==> config.mk <==
export PLATFORM = sky130hd
export DESIGN_NAME = button_command_scheduler
export DESIGN_NICKNAME = d
export VERILOG_FILES = /design/src/rtl/seg_ctrl_pkg.sv /design/src/rtl/button_debouncer.sv /design/src/rtl/button_command_scheduler.sv
export SDC_FILE = /design/constraint.sdc
export NUM_CORES = 1
export LEC_CHECK = 0
export BUFFER_PORTS_ARGS = -buffer_cell sky130_fd_sc_hd__buf_2
export CORE_MARGIN = 2
export CORE_UTILIZATION = 63
export CTS_BUF_LIST = sky130_fd_sc_hd__clkbuf_2 sky130_fd_sc_hd__clkbuf_4 sky130_fd_sc_hd__clkbuf_8
export DETAILED_ROUTE_END_ITERATION = 16
export PLACE_DENSITY = 0.82
export SLEW_MARGIN = 20
export SYNTH_ARGS = -nofsm -noshare
export SYNTH_HDL_FRONTEND = slang
export SYNTH_SLANG_ARGS = --single-unit
==> constraint.sdc <==
create_clock -name CLK100MHZ -period 6.65 [get_ports CLK100MHZ]
set_input_delay 1.33 -clock CLK100MHZ [delete_from_list [all_inputs] [get_ports CLK100MHZ]]
set_output_delay 1.33 -clock CLK100MHZ [all_outputs]
set_load 0.005 [all_outputs]
==> src/rtl/seg_ctrl_pkg.sv <==
`default_nettype none
// ============================================================================
// Module      : seg_ctrl_pkg
// Description : Shared command codes, FSM encoding, button indices and
//               default timing for the button command scheduler.
// Revision    : 1.0 - initial release
// ============================================================================
package seg_ctrl_pkg;

    localparam logic [1:0] OP_INC   = 2'd0;
    localparam logic [1:0] OP_DEC   = 2'd1;
    localparam logic [1:0] OP_LOAD  = 2'd2;
    localparam logic [1:0] OP_CLEAR = 2'd3;

    localparam logic [1:0] ST_IDLE     = 2'd0;
    localparam logic [1:0] ST_HOLD     = 2'd1;
    localparam logic [1:0] ST_REPEAT   = 2'd2;
    localparam logic [1:0] ST_WAIT_REL = 2'd3;

    // Lower index wins arbitration.
    localparam logic [1:0] BTN_R = 2'd0;
    localparam logic [1:0] BTN_L = 2'd1;
    localparam logic [1:0] BTN_U = 2'd2;
    localparam logic [1:0] BTN_D = 2'd3;

    localparam int unsigned DEF_DEBOUNCE_CYCLES = 1_000_000;
    localparam int unsigned DEF_REPEAT_DELAY    = 50_000_000;
    localparam int unsigned DEF_REPEAT_RATE     = 10_000_000;

    typedef struct packed {
        logic [1:0]  op;
        logic [15:0] data;
    } cmd_t;

    function automatic logic [1:0] btn_to_op(input logic [1:0] idx);
        case (idx)
            BTN_R:   btn_to_op = OP_CLEAR;
            BTN_L:   btn_to_op = OP_LOAD;
            BTN_U:   btn_to_op = OP_INC;
            default: btn_to_op = OP_DEC;
        endcase
    endfunction

endpackage
`default_nettype wire

==> src/rtl/button_debouncer.sv <==
`default_nettype none
// ============================================================================
// Module      : button_debouncer
// Description : Two-flop synchroniser, debounce counter and press pulse.
// Revision    : 1.0 - initial release
// ============================================================================
module button_debouncer #(
    parameter int unsigned DEBOUNCE_CYCLES = 1_000_000
) (
    input  logic clk,
    input  logic rst_n,
    input  logic i_raw,
    output logic o_stable,
    output logic o_press
);

    localparam int unsigned c_CNT_W   = $clog2(DEBOUNCE_CYCLES);
    localparam logic [c_CNT_W-1:0] c_CNT_MAX = c_CNT_W'(DEBOUNCE_CYCLES - 1);

    logic [1:0]         r_sync;
    logic               r_stable;
    logic               r_press;
    logic [c_CNT_W-1:0] r_cnt;

    always_ff @(posedge clk or negedge rst_n) begin
        if (!rst_n) begin
            r_sync   <= 2'b00;
            r_stable <= 1'b0;
            r_press  <= 1'b0;
            r_cnt    <= '0;
        end else begin
            r_sync  <= {r_sync[0], i_raw};
            r_press <= 1'b0;
            if (r_sync[1] == r_stable) begin
                r_cnt <= '0;
            end else if (r_cnt == c_CNT_MAX) begin
                r_stable <= ~r_stable;
                r_press  <= ~r_stable;
                r_cnt    <= '0;
            end else begin
                r_cnt <= r_cnt + 1'b1;
            end
        end
    end

    assign o_stable = r_stable;
    assign o_press  = r_press;

endmodule
`default_nettype wire

==> src/rtl/button_command_scheduler.sv <==
`default_nettype none
// ============================================================================
// Module      : button_command_scheduler
// Description : Debounces four buttons, arbitrates, auto-repeats INC/DEC and
//               presents one command at a time over valid/ready.
// Revision    : 1.0 - initial release
// ============================================================================
module button_command_scheduler
    import seg_ctrl_pkg::*;
#(
    parameter int unsigned DEBOUNCE_CYCLES = DEF_DEBOUNCE_CYCLES,
    parameter int unsigned REPEAT_DELAY    = DEF_REPEAT_DELAY,
    parameter int unsigned REPEAT_RATE     = DEF_REPEAT_RATE
) (
    input  logic        CLK100MHZ,
    input  logic        CPU_RESETN,
    input  logic        BTNU,
    input  logic        BTND,
    input  logic        BTNR,
    input  logic        BTNL,
    input  logic [15:0] SW,
    input  logic        cmd_ready,
    output logic        cmd_valid,
    output logic [1:0]  cmd_op,
    output logic [15:0] cmd_data,
    output logic        cmd_dropped
);

    localparam logic [31:0] c_DELAY_LAST = 32'(REPEAT_DELAY - 1);
    localparam logic [31:0] c_RATE_LAST  = 32'(REPEAT_RATE - 1);

    logic [3:0]  w_raw;
    logic [3:0]  w_stable;
    logic [3:0]  w_press;
    logic        w_ev_valid;
    logic [1:0]  w_ev_idx;
    logic        w_preempt;
    logic        w_issue;
    logic [1:0]  w_issue_idx;
    logic [1:0]  w_issue_op;
    logic        w_accept;
    logic [1:0]  w_state_nxt;
    logic [1:0]  w_owner_nxt;
    logic [31:0] w_timer_nxt;

    logic [1:0]  r_state;
    logic [1:0]  r_owner;
    logic [31:0] r_timer;
    logic        r_valid;
    logic        r_dropped;
    cmd_t        r_cmd;

    assign w_raw[BTN_R] = BTNR;
    assign w_raw[BTN_L] = BTNL;
    assign w_raw[BTN_U] = BTNU;
    assign w_raw[BTN_D] = BTND;

    for (genvar gi = 0; gi < 4; gi++) begin : g_btn
        button_debouncer #(
            .DEBOUNCE_CYCLES (DEBOUNCE_CYCLES)
        ) u_debouncer (
            .clk      (CLK100MHZ),
            .rst_n    (CPU_RESETN),
            .i_raw    (w_raw[gi]),
            .o_stable (w_stable[gi]),
            .o_press  (w_press[gi])
        );
    end

    always_comb begin
        w_ev_valid = |w_press;
        if (w_press[BTN_R])      w_ev_idx = BTN_R;
        else if (w_press[BTN_L]) w_ev_idx = BTN_L;
        else if (w_press[BTN_U]) w_ev_idx = BTN_U;
        else                     w_ev_idx = BTN_D;
    end

    // Only CLEAR/LOAD may steal ownership, and only from a lower-priority owner.
    assign w_preempt = w_ev_valid && (w_ev_idx == BTN_R || w_ev_idx == BTN_L)
                       && (w_ev_idx < r_owner);

    always_comb begin
        w_state_nxt = r_state;
        w_owner_nxt = r_owner;
        w_timer_nxt = r_timer;
        w_issue     = 1'b0;
        w_issue_idx = r_owner;
        case (r_state)
            ST_IDLE: begin
                if (w_ev_valid) begin
                    w_issue     = 1'b1;
                    w_issue_idx = w_ev_idx;
                    w_owner_nxt = w_ev_idx;
                    w_timer_nxt = '0;
                    w_state_nxt = (w_ev_idx == BTN_U || w_ev_idx == BTN_D) ? ST_HOLD : ST_WAIT_REL;
                end
            end
            default: begin
                if (w_preempt) begin
                    w_issue     = 1'b1;
                    w_issue_idx = w_ev_idx;
                    w_owner_nxt = w_ev_idx;
                    w_state_nxt = ST_WAIT_REL;
                end else if (!w_stable[r_owner]) begin
                    w_state_nxt = ST_IDLE;
                end else if (r_state != ST_WAIT_REL) begin
                    if (r_timer == ((r_state == ST_HOLD) ? c_DELAY_LAST : c_RATE_LAST)) begin
                        w_issue     = 1'b1;
                        w_timer_nxt = '0;
                        w_state_nxt = ST_REPEAT;
                    end else begin
                        w_timer_nxt = r_timer + 32'd1;
                    end
                end
            end
        endcase
    end

    always_ff @(posedge CLK100MHZ or negedge CPU_RESETN) begin
        if (!CPU_RESETN) begin
            r_state <= ST_IDLE;
            r_owner <= BTN_R;
            r_timer <= '0;
        end else begin
            r_state <= w_state_nxt;
            r_owner <= w_owner_nxt;
            r_timer <= w_timer_nxt;
        end
    end

    assign w_issue_op = btn_to_op(w_issue_idx);
    assign w_accept   = !r_valid || cmd_ready;

    // A blocked CLEAR replaces the pending entry; other blocked issues are lost.
    always_ff @(posedge CLK100MHZ or negedge CPU_RESETN) begin
        if (!CPU_RESETN) begin
            r_valid   <= 1'b0;
            r_dropped <= 1'b0;
            r_cmd     <= '0;
        end else begin
            r_dropped <= 1'b0;
            if (w_issue) begin
                if (w_accept || w_issue_op == OP_CLEAR) begin
                    r_valid    <= 1'b1;
                    r_cmd.op   <= w_issue_op;
                    r_cmd.data <= (w_issue_op == OP_LOAD) ? SW : 16'h0000;
                end else begin
                    r_dropped <= 1'b1;
                end
            end else if (r_valid && cmd_ready) begin
                r_valid <= 1'b0;
            end
        end
    end

    assign cmd_valid   = r_valid;
    assign cmd_op      = r_cmd.op;
    assign cmd_data    = r_cmd.data;
    assign cmd_dropped = r_dropped;

endmodule
`default_nettype wire

==> impl_metrics.py <==
metrics = {
    "outcome": {
        "status": "finished, violations left",
        "violations": "design-rule violations",
    },
    "routing": {
        "drcViolationCount": 1,
        "wl_per_cell_um": 15.9,
        "viasPerCell": 6.10,
        "first_pass_iters": 11,
        "drtAntennaViolNets": 0,
        "drt_first_iter_violations": 463,
        "drt_wl_total_um": 15300,
        "dr_total_vias": 5862,
    },
    "power_and_ir_drop": {
        "p_int_mw": 1.30,
        "swShare_pct": 23.8,
        "seqPwrFrac_pct": 55.3,
        "powerDensity_nw_per_um2": 210,
        "p_sw_uw": 405,
        "pwr-share-comb_pct": 2.6,
        "p_clk_share_pct": 42.1,
        "power.leakage_nw": 3.56,
        "ir_drop_uv": 216,
    },
    "global_routing": {
        "first_global_vias": 5740,
        "track_usage_pct": 25.3,
        "grt_first_pass_wirelength_um": 26100,
        "antenna_found_initial": 0,
        "grt_max_degree": 79,
        "grt-ovfl-total": 0,
    },
    "critical_path": {
        "crit_type": "reg2reg",
        "endpoint_kind": "register",
        "worst_ep_arrival_time_ns": 4.41,
        "startpoint": "g_btn[1].u_debouncer.o_press",
        "worstPathRequired_ns": 6.96,
        "worstSetupStartpointType": "register",
        "regToRegStartpoint": "g_btn[1].u_debouncer.o_press",
        "critical_path.max_fanout": 19,
    },
    "finish": {
        "final_common_cell": "dfrtp_1",
        "drive_gt1_share_pct": 11.1,
        "mostFrequentLayoutCells": "dfrtp_1 (152), nor2_1 (110), nand2_1 (68)",
        "seqCellArea_sq_um": 3800,
        "multi_input_area_sq_um": 3400,
        "area_growth_pct": 9.34,
        "fillers": 835,
        "finalNetCount": 840,
        "diodes": 0,
        "finalInstanceArea_sq_um": 8090,
        "final_util_pct": 70.8,
    },
    "synthesis": {
        "synth.area.top_cells": "dfrtp_1 (51%), xor2_1 (5.7%), nor2_1 (5.6%)",
        "syn_inst": 771,
        "netlist_area_sq_um": 7400,
        "synthArstFlopShare_pct": 100,
        "ys_types": 59,
        "ys.warnings.count": 0,
        "yosysTopAreaCell": "dfrtp_1",
        "ys.flop_type": "dfrtp_1",
        "yosysSeqAreaShare_pct": 51.4,
        "postSynthAreaPerCell_sq_um": 9.59,
        "syn-num-nets": 806,
        "synth_top_cell_area_share_pct": 51.4,
        "ys_ff_latch": 152,
        "synth_edf_count": 0,
    },
    "clock_tree": {
        "holdBufCountCts": 0,
        "root_buffer": "clkbuf_8",
        "cts_tree": "yes",
        "clock_sinks": 152,
        "h-tree-depth": 4,
        "clkLatencyLatePin_ns": 0.47,
        "cts-resized-gates": 0,
        "cts-buffers-inserted": 17,
        "ctsLongestPathBuffers": 2,
        "post_cts_buffers": 0,
        "path_clk_slew_ns": 0.08,
    },
    "hold_path": {
        "hold_start": "g_btn[2].u_debouncer.r_sync[0]",
        "hp-class": "reg2reg",
    },
    "place": {
        "io_buffers": 42,
        "hpwlAfterDp_um": 9910,
        "post_dp_cell_area_sq_um": 7680,
        "gp_congestion": 0.885,
    },
    "timing": {
        "relSlewSlack_pct": 30.4,
        "tightest_slew_ns": 1.04,
        "tns_ns": 0,
        "skew_ns": 0.0135,
        "max_freq_ghz": 0.244,
        "whs_ns": 0.346,
        "finalCriticalPeriod_ns": 4.10,
        "hold_viol_final": 0,
        "setup_viol": 0,
        "rsz0062_at_grt": "no",
        "post-route-period-util_pct": 61.6,
        "maxSlewViolCount": 0,
    },
    "floorplan": {
        "ios": 43,
        "design.die.area_sq_um": 12600,
        "initial_core_util_pct": 64.8,
        "rows": 39,
        "core_sq_um": 11400,
        "dieWidth_um": 112,
        "fp.dieH_um": 112,
    },
    "job": {
        "cap_violations": 0,
    },
}
metrics by stage:
stage / cells / worst slack [ns] / total power, mW
6_report: 961 / 2.55 / 1.70
4_1_cts: 961 / 2.61 / 1.72
3_5_place_dp: 929 / 2.63 / 1.00
3_3_place_gp: 929 / 2.88 / 1.00
2_1_floorplan: 771 / 3.63 / 0.972
5_1_grt: 961 / 2.14 / 1.76
power by group through the flow:
stage               Sequential (mW)  Combinational, mW  Clock, mW
finish                        0.940             0.0444      0.716
global route                  0.941             0.0515      0.772
CTS                           0.940             0.0460      0.731
detailed placement            0.958             0.0451          0
global placement              0.957             0.0430          0
floorplan                     0.956             0.0164          0
registers in the layout (all words and copies together), names as in the netlist:
register	count
cmd_op	2
g_btn.u_debouncer.o_stable	4
cmd_dropped	1
cmd_valid	1
r_owner	2
g_btn.u_debouncer.r_sync	8
g_btn.u_debouncer.r_cnt	80
r_state	2
r_timer	32
cmd_data	16
g_btn.u_debouncer.o_press	4
path summary, 6_finish.rpt:
check | depth (start not counted) | slack [ns] | end
min in group asynchronous | 1 | 0.87 | r_timer[10]
hold / removal | 0 | 0.35 | g_btn[2].u_debouncer.r_sync[1]
setup reg to reg | 10 | 2.55 | cmd_data[3]
hold reg to reg | 0 | 0.35 | g_btn[2].u_debouncer.r_sync[1]
max in group asynchronous | 2 | 4.37 | g_btn[2].u_debouncer.r_cnt[16]
setup / recovery | 10 | 2.55 | cmd_data[3]
routing by layer:
| metal | global-route usage [%] | wire length, um | up-vias |
|---|---|---|---|
| li1 | - | - | 2770 |
| met1 | 33.6 | 6770 | 2869 |
| met2 | 40.2 | 7520 | 192 |
| met3 | 7.56 | 771 | 31 |
| met4 | 8.70 | 231 | 0 |
| met5 | 0 | 0 | - |
kinds of logic (layout without fill, tap and decap cells):
family,Yosys count,after routing,share of synthesized area (%)
and+or+nand+nor,352,352,23.6
DFF,152,152,51.4
AOI/OAI and AO/OA,124,124,10.1
xor gates and xnor gates,76,76,9.00
buffers and inverters,48,95,2.67
adders and majority gates,12,12,2.03
muxes,7,7,1.18
Yosys cell counts, drive strengths merged, types with 2 or more instances:
| cell type | n |
|---|---|
| a211oi | 4 |
| a21o | 2 |
| a21oi | 20 |
| a31oi | 19 |
| a41oi | 4 |
| and2 | 6 |
| and3 | 22 |
| and3b | 2 |
| and4 | 6 |
| buf | 5 |
| clkbuf | 24 |
| dfrtp | 152 |
| ha | 12 |
| inv | 19 |
| mux2 | 4 |
| mux2i | 2 |
| nand2 | 68 |
| nand2b | 5 |
| nand3 | 53 |
| nand3b | 3 |
| nand4 | 21 |
| nor2 | 110 |
| nor2b | 3 |
| nor3 | 16 |
| nor3b | 2 |
| nor4 | 10 |
| nor4b | 5 |
| o211ai | 2 |
| o21a | 3 |
| o21ai | 58 |
| o31ai | 3 |
| or2 | 4 |
| or3 | 6 |
| or4 | 4 |
| xnor2 | 28 |
| xor2 | 48 |
worst max-delay path, cell delays in order (launching register included):
cell     delay [ns]
dfrtp_1        0.42
nor2_1         0.27
ha_1           0.30
or3b_2         0.50
o21a_1         0.16
o21ai_0        0.32
mux2i_1        0.19
ha_1           0.24
nor2_1         0.74
or2_1          0.60
o21ai_0        0.21
area by class of cell:
type	instances	share of cell area, %
sequential	152	47.0
inverter	19	0.882
tap	143	2.21
clock buffer	20	3.17
clock inverter	12	1.78
multi-input combinational	571	42.1
timing repair buffer	44	2.86
No activity file was read; power rests on OpenSTA's default activity.
